[src/rtl/shift_ctrl_pkg.sv]
// Shared encodings for the shift datapath controller and the main control unit.
package shift_ctrl_pkg;

    localparam int MAX_SHIFT = 32;
    localparam int CNT_W     = 6;

    typedef enum logic [1:0] {
        OP_SLL = 2'b00,
        OP_SRL = 2'b01,
        OP_SRA = 2'b10,
        OP_ILL = 2'b11
    } op_e;

    typedef enum logic [1:0] {
        SRC_SHAMT = 2'b00,
        SRC_C16   = 2'b01,
        SRC_RS    = 2'b10,
        SRC_MEM   = 2'b11
    } src_e;

    typedef enum logic [2:0] {
        CMD_NOP     = 3'b000,
        CMD_LOAD    = 3'b001,
        CMD_LEFT    = 3'b010,
        CMD_RIGHT_L = 3'b011,
        CMD_RIGHT_A = 3'b100
    } sh_cmd_e;

    typedef enum logic [2:0] {
        ST_IDLE   = 3'd0,
        ST_SELECT = 3'd1,
        ST_LOAD   = 3'd2,
        ST_SHIFT  = 3'd3,
        ST_DONE   = 3'd4
    } state_e;

    function automatic sh_cmd_e op_to_cmd(op_e op);
        case (op)
            OP_SLL:  return CMD_LEFT;
            OP_SRL:  return CMD_RIGHT_L;
            OP_SRA:  return CMD_RIGHT_A;
            default: return CMD_NOP;
        endcase
    endfunction

endpackage

[src/rtl/shift_counter.sv]
// Loadable down-counter for the remaining shift distance; clamps the loaded amount.
module shift_counter #(
    parameter int IN_W = 6,
    parameter int MAX  = 32
) (
    input  logic            clk,
    input  logic            reset,
    input  logic            load,
    input  logic            dec,
    input  logic [IN_W-1:0] load_val,
    output logic            last,
    output logic            zero
);
    import shift_ctrl_pkg::*;

    logic [CNT_W-1:0] cnt;
    logic [CNT_W-1:0] clamped;

    always_comb begin
        clamped = CNT_W'(load_val);
        if (int'(load_val) > MAX)
            clamped = CNT_W'(MAX);
    end

    always_ff @(posedge clk or posedge reset) begin
        if (reset)
            cnt <= '0;
        else if (load)
            cnt <= clamped;
        else if (dec && cnt != '0)
            cnt <= cnt - 1'b1;
    end

    assign last = (cnt == CNT_W'(1));
    assign zero = (cnt == '0);

endmodule

[src/rtl/shift_sequencer.sv]
// Sequences amount select, shifter load and one single-bit shift per cycle, then pulses done.
module shift_sequencer #(
    parameter int AMT_W     = 6,
    parameter int MAX_SHIFT = shift_ctrl_pkg::MAX_SHIFT
) (
    input  logic             clk,
    input  logic             reset,
    input  logic             start,
    input  logic             abort,
    input  logic [1:0]       op,
    input  logic [1:0]       src,
    input  logic [AMT_W-1:0] amt_in,
    output logic [2:0]       amt_sel,
    output logic [2:0]       sh_cmd,
    output logic [4:0]       sh_n,
    output logic             busy,
    output logic             done,
    output logic             err
);
    import shift_ctrl_pkg::*;

    state_e  state;
    op_e     op_q;
    sh_cmd_e cmd_q;
    logic    cnt_last;
    logic    cnt_zero;

    // Counter captures the settled mux output at the end of SELECT.
    shift_counter #(
        .IN_W (AMT_W),
        .MAX  (MAX_SHIFT)
    ) u_counter (
        .clk      (clk),
        .reset    (reset),
        .load     (state == ST_SELECT),
        .dec      (state == ST_SHIFT),
        .load_val (amt_in),
        .last     (cnt_last),
        .zero     (cnt_zero)
    );

    always_ff @(posedge clk or posedge reset) begin
        if (reset) begin
            state   <= ST_IDLE;
            op_q    <= OP_SLL;
            cmd_q   <= CMD_NOP;
            amt_sel <= 3'b000;
            sh_n    <= 5'd0;
            busy    <= 1'b0;
            done    <= 1'b0;
            err     <= 1'b0;
        end else begin
            done <= 1'b0;
            err  <= 1'b0;
            case (state)
                ST_IDLE: begin
                    cmd_q <= CMD_NOP;
                    sh_n  <= 5'd0;
                    busy  <= 1'b0;
                    if (start && !abort) begin
                        if (op_e'(op) == OP_ILL) begin
                            err <= 1'b1;
                        end else begin
                            state   <= ST_SELECT;
                            op_q    <= op_e'(op);
                            amt_sel <= {1'b0, src};
                            busy    <= 1'b1;
                        end
                    end
                end
                ST_SELECT: begin
                    state <= ST_LOAD;
                    cmd_q <= CMD_LOAD;
                end
                ST_LOAD: begin
                    if (!cnt_zero) begin
                        state <= ST_SHIFT;
                        cmd_q <= op_to_cmd(op_q);
                        sh_n  <= 5'd1;
                    end else begin
                        state <= ST_DONE;
                        cmd_q <= CMD_NOP;
                        done  <= 1'b1;
                    end
                end
                ST_SHIFT: begin
                    if (cnt_last) begin
                        state <= ST_DONE;
                        cmd_q <= CMD_NOP;
                        sh_n  <= 5'd0;
                        done  <= 1'b1;
                    end
                end
                ST_DONE: begin
                    state   <= ST_IDLE;
                    busy    <= 1'b0;
                    amt_sel <= 3'b000;
                end
                default: begin
                    state <= ST_IDLE;
                end
            endcase

            // Abort drops everything without a completion pulse.
            if (state != ST_IDLE && abort) begin
                state   <= ST_IDLE;
                cmd_q   <= CMD_NOP;
                sh_n    <= 5'd0;
                busy    <= 1'b0;
                done    <= 1'b0;
                amt_sel <= 3'b000;
            end
        end
    end

    assign sh_cmd = cmd_q;

endmodule

[config.mk]
export PLATFORM = sky130hd
export DESIGN_NAME = shift_sequencer
export DESIGN_NICKNAME = d
export VERILOG_FILES = /design/src/rtl/shift_ctrl_pkg.sv /design/src/rtl/shift_counter.sv /design/src/rtl/shift_sequencer.sv
export SDC_FILE = /design/constraint.sdc
export NUM_CORES = 1
export LEC_CHECK = 0
export ABC_CLOCK_PERIOD_IN_PS = 1950
export BUFFER_PORTS_ARGS = -buffer_cell sky130_fd_sc_hd__buf_2
export CORE_MARGIN = 1.5
export CORE_UTILIZATION = 35
export DETAILED_ROUTE_END_ITERATION = 12
export SETUP_SLACK_MARGIN = 0.4
export SLEW_MARGIN = 25
export SYNTH_ARGS = -nofsm -noshare
export SYNTH_HDL_FRONTEND = slang
export SYNTH_SLANG_ARGS = --single-unit
[constraint.sdc]
create_clock -name clk -period 1.95 [get_ports clk]
set_input_delay 0.585 -clock clk [delete_from_list [all_inputs] [get_ports clk]]
set_output_delay 0.585 -clock clk [all_outputs]
set_load 0.005 [all_outputs]
After elaboration in Yosys (flattened, before gate mapping)
Index checks and enable logic that the tools add are counted.

Order comparisons: 1. Add/subtract/negate cells: 1. Mux-type cells: 33. Bitwise logic cells: 1. Reduce and logical (&&, ||, !) cells: 18. Equality and inequality tests: 12.

Operator list (number): $mux W3 (11); $pmux W3 S4 (2); $mux W6 (3); $mux W5 (3); $pmux W5 S3 (1); $ne A3 B3 Y1 const B (4); $reduce_and A3 Y1 (4); $mux W1 (9); $pmux W3 S3 (1); $eq A3 B2 Y1 const B (2); $eq A6 B1 Y1 const B (1); $gt A6 B6 Y1 const B (1); $logic_not A6 Y1 (1); $pmux W3 S2 (1); $reduce_bool A3 Y1 (2); $reduce_bool A6 Y1 (1); $sub A6 B1 Y6 const B (1); $reduce_bool A5 Y1 (1); $eq A2 B2 Y1 const B (2); $pmux W1 S2 (2); $reduce_bool A4 Y1 (1); $eq A3 B1 Y1 const B (1); $eq A3 B3 Y1 const B (1); $logic_and A1 B1 Y1 (3); 7 further kinds (7).

Input port bits: 14. Register bits: 25. Logic and storage cells: 75.

Logic depth before layout (Yosys ltp)
Depth in word-level cells: 5. Gate-level depth with buffers: 7. Gate-level depth less buffers: 6.

Hierarchy
A second synthesis with hierarchy kept.

Cells, all modules: 139. Area total of the unflattened synthesis: 1261.2 um2.

By module, submodules not included: shift_sequencer (seq. area each 350.3 um2, times used 1, cells each 81, area each 795.8 um2); shift_counter (seq. area each 150.1 um2, times used 1, cells each 58, area each 465.4 um2).

Least setup slack after synthesis
OpenSTA, ideal clock, no wires.

Path type: reg-to-reg. Start point: register u_counter.cnt[2]. End point: register state[0]. Path buffers: 0. Data required time: 1.832 ns. Clock period less this slack: 1.563 ns. Setup slack: 0.387 ns. Cell stages (with the launch flop): 5. Arrival time: 1.445 ns. Cell sequence: dfrtp_1 > nor4_4 > nand2_2 > mux2_4 > a21o_1.

Cells in the longest elaborated chain, start to end: 4.

Ends and longest elaborated chain: from (decl) (line shift_counter.sv:16) `logic [CNT_W-1:0] cnt;`; from (signal assigned) (line shift_counter.sv:29) `cnt <= clamped;`; from (signal assigned) (line shift_counter.sv:31) `cnt <= cnt - 1'b1;`; $logic_not A6 Y1 (line shift_counter.sv:35) `assign zero = (cnt == '0);`; $mux W3 (line shift_sequencer.sv:76) `if (!cnt_zero) begin`; $pmux W3 S4 (line shift_sequencer.sv:55) `case (state)`; $mux W3 (line shift_sequencer.sv:105) `if (state != ST_IDLE && abort) begin`; to (signal assigned) (line shift_sequencer.sv:77) `state <= ST_SHIFT;`; to (signal assigned) (line shift_sequencer.sv:81) `state <= ST_DONE;`; to (signal assigned) (line shift_sequencer.sv:106) `state <= ST_IDLE;`; to (decl) (line shift_sequencer.sv:22) `state_e state;`.

Parallel ways exist; a longest one is shown, timed or not. A chain may end at the register's enable or synchronous reset.

Final worst setup path
Start point: register u_counter.cnt[0]. End point: register u_counter.cnt[3].

Cells in the longest elaborated chain, start to end: 3.

Ends and longest elaborated chain: $sub A6 B1 Y6 or $reduce_bool A6 Y1 (tied branches) (line shift_counter.sv:31, shift_counter.sv:30); $mux W6 or $logic_and A1 B1 Y1 (tied branches) (line shift_counter.sv:30) `else if (dec && cnt != '0)`; $mux W6 or $reduce_bool A2 Y1 (tied branches).

Parallel ways exist; a longest one is shown, timed or not. The select of a mux whose other input is x is not followed.

==> flow_summary_export.csv <==
group,metric,value,unit
critical_path,crit_slowest_cell,"or3_2",
critical_path,crit_path_start,"u_counter.cnt[0]",
yosys,synth_area_leader_cell,"dfrtp_1",
sta,max_freq,628,MHz
pwr,power_switching,0.000643,W
drt,wl_met3,124,µm
critical_path,start_kind,"flip-flop",
layout,nets,167,
sta,slew_violations,0,
clock_network,clk_latency,300,ps
drt,highest_layer,"met4",
placed_design,hpwlAfterDp,1.77,mm
clock_network,clock-root-buffer,"clkbuf_4",
critical_path,worstPathRequired,2150,ps
layout,drive_gt1_frac,0.433,
critical_path,path_max_fanout,5,
drt,m1WireLength,1.13,mm
sta,clock_skew,1.35,ps
clock_network,cts_buffers,3,
layout,syn_to_final_growth,29.1,%
layout,final_util,0.481,
pwr,p_clk_frac,0.142,
critical_path,reg2reg_slack,360,ps
critical_path,r2r-start,"u_counter.cnt[0]",
grt,grtUsageTotal,0.155,
sta,fin_tns_setup,0,ps
drt,initialDrtViolationCount,69,
hold_path,min_path_type,"in -> async",
die,fp.dieW,60.2,µm
drt,wire_per_inst,13.6,µm
clock_network,cts_buffer_depth,2,
layout,final_cells,194,
clock_network,cts_tree,"done",
pwr,vdd_ir_drop_max,0.000399,V
die,io_pins,28,
placed_design,globalplace.congestion,0.742,
layout,finalInstanceArea,1480,µm²
clock_network,path_clk_slew,110,ps
placed_design,port_buffers,22,
drt,first_pass_iters,4,
placed_design,place_area,1280,µm²
drt,drt-vias-per-instance,4.96,
yosys,ys_ff_latch,20,
sta,layout_setup_ws,357,ps
yosys,async_reset_ff_frac,1.00,
pwr,p_per_area,1150,nW/µm²
yosys,synth_top_area_frac,0.437,
critical_path,crit_chain,"or3_2 -> a211oi_2 -> xor2_1 -> o21a_1",
die,die_h,60.2,µm
placed_design,pre_cts_ws,241,ps
sta,period_needed,1590,ps
sta,fin_crit_sh,0.817,
yosys,synth-edff-count,0,
yosys,synth.distinct_cells,41,
grt,grt_start_max_net_pins,21,
pwr,cell_internal_pwr,0.00106,W
sta,setup_viol,0,
grt,grt_pass1_vias,934,
yosys,synth-main-ff-cell,"dfrtp_1",
pwr,p_leak,0.680,nW
pwr,pwr-share-seq,0.399,
sta,rsz0062_at_grt,"true",
sta,finalHoldViolCount,0,
yosys,yosys_warnings,0,
die,dieArea,3630,µm²
yosys,syn_area,1150,µm²
critical_path,critPathKind,"reg -> reg",
yosys,synthTopCellsByArea,"dfrtp_1 44%, nand3b_1 4.6%, buf_4 3.3%, nor2_1 2.9%, inv_1 2.6%",
clock_network,h-tree-depth,1,
critical_path,cpPeakStageDelay,520,ps
drt,drc_errors,0,
run,maxCapViolCount,0,
yosys,ys_seq_area_frac,0.437,
drt,wl,2.63,mm
layout,regArea,509,µm²
placed_design,placedCellCount,179,
clock_network,clock_sinks,20,
layout,n_antenna_cell,0,
yosys,syn_inst,117,
drt,dr_wl_met2,1.35,mm
layout,multi_input_area,631,µm²
critical_path,worstPathArrival,1790,ps
layout,fillerInstances,324,
drt,num_vias,962,
pwr,p_sw_frac,0.379,
yosys,avgSynthCellArea,9.80,µm²
die,rows,20,
die,start_util,0.372,
die,core,3080,µm²
pwr,comb_power_share,0.459,
grt,antenna_found_initial,0,
outcome,status,"complete, no violations",
grt,grt-ovfl-total,0,
drt,antenna_left,0,
critical_path,critPathCaptureType,"flip-flop",
grt,grt_pass1_wl,4.20,mm
[cell usage after synthesis (all sizes together) (4+ instances only)]
master and n:
buf 6, nand2 6, inv 8, nor3 5, a21oi 6, nand3b 7
o21ai 4, nor2 9, nand2b 4, dfrtp 20, clkbuf 5
[path summary, 6_finish.rpt]
kind | end | depth (start not counted)
setup / recovery | u_counter.cnt[3] | 4
hold / removal | done | 3
setup reg to reg | u_counter.cnt[3] | 4
hold reg to reg | busy | 1
max in group asynchronous | state[1] | 3
min in group clk | busy | 1
[registers in the layout (all words and copies together) (netlist names), 2 cells and up]
register and flops:
state 3, op_q 2, sh_cmd 3, u_counter.cnt 6, amt_sel 2
[worst max-delay path: cells and delay by family (launching register included)]
kind	cells	cell delay, ps
AOI/OAI and AO/OA	2	410
xor gates and xnor gates	1	110
DFF	1	450
and+or+nand+nor	1	520
[per-layer routing]
layer | up-vias | global-route usage
li1 | 471 | -
met1 | 465 | 0.193
met2 | 24 | 0.272
met3 | 2 | 0.0476
met4 | 0 | 0.0190
met5 | - | 0
[logic make-up (layout without fill, tap and decap cells)]
kind of cell	Yosys count	count (layout)	share of synthesized area
and+or+nand+nor	41	41	0.218
buffers and inverters	19	48	0.0852
adders and majority gates	2	2	0.0218
DFF	20	20	0.437
xor gates and xnor gates	2	2	0.0153
AOI/OAI and AO/OA	28	28	0.176
muxes	4	4	0.0437
other	1	5	0.00327
[placed cells by master, fill, tap and decap left out, types with 5 or more instances in the layout]
master     n
nor2_1     9
dfrtp_2    7
dfrtp_1   13
buf_2     22
nand3b_1   7
buf_4     13
inv_1      7
conb_1     5
[timing repair]
item,4_1_cts,5_1_grt
gates cloned,0,0
hold buffers,0,0
setup buffers,4,7
pin swaps,2,2
gates resized for setup,10,12
setup endpoints to repair,13,14
[power groups by stage]
stage / registers [W] / clock network, W / logic (W)
final: 0.000678 / 0.000242 / 0.000779
after global routing: 0.000697 / 0.000272 / 0.000862
after CTS: 0.000672 / 0.000253 / 0.000631
after detailed placement: 0.000675 / 0 / 0.000525
after global placement: 0.000670 / 0 / 0.000509
after floorplan: 0.000634 / 0 / 0.000422
[final cells by class]
cell class | instances | share of cell area
clock buffer | 4 | 0.0245
inverter | 8 | 0.0203
multi-input combinational | 82 | 0.426
sequential | 20 | 0.344
tap | 44 | 0.0372
timing repair buffer | 36 | 0.148
[per-stage QoR]
step	hold WS [ps]	power, W
after floorplan	466	0.00106
after global placement	461	0.00118
after detailed placement	472	0.00120
after CTS	284	0.00156
after global routing	312	0.00183
final	289	0.00170
Power figures use the tool's default switching activity.
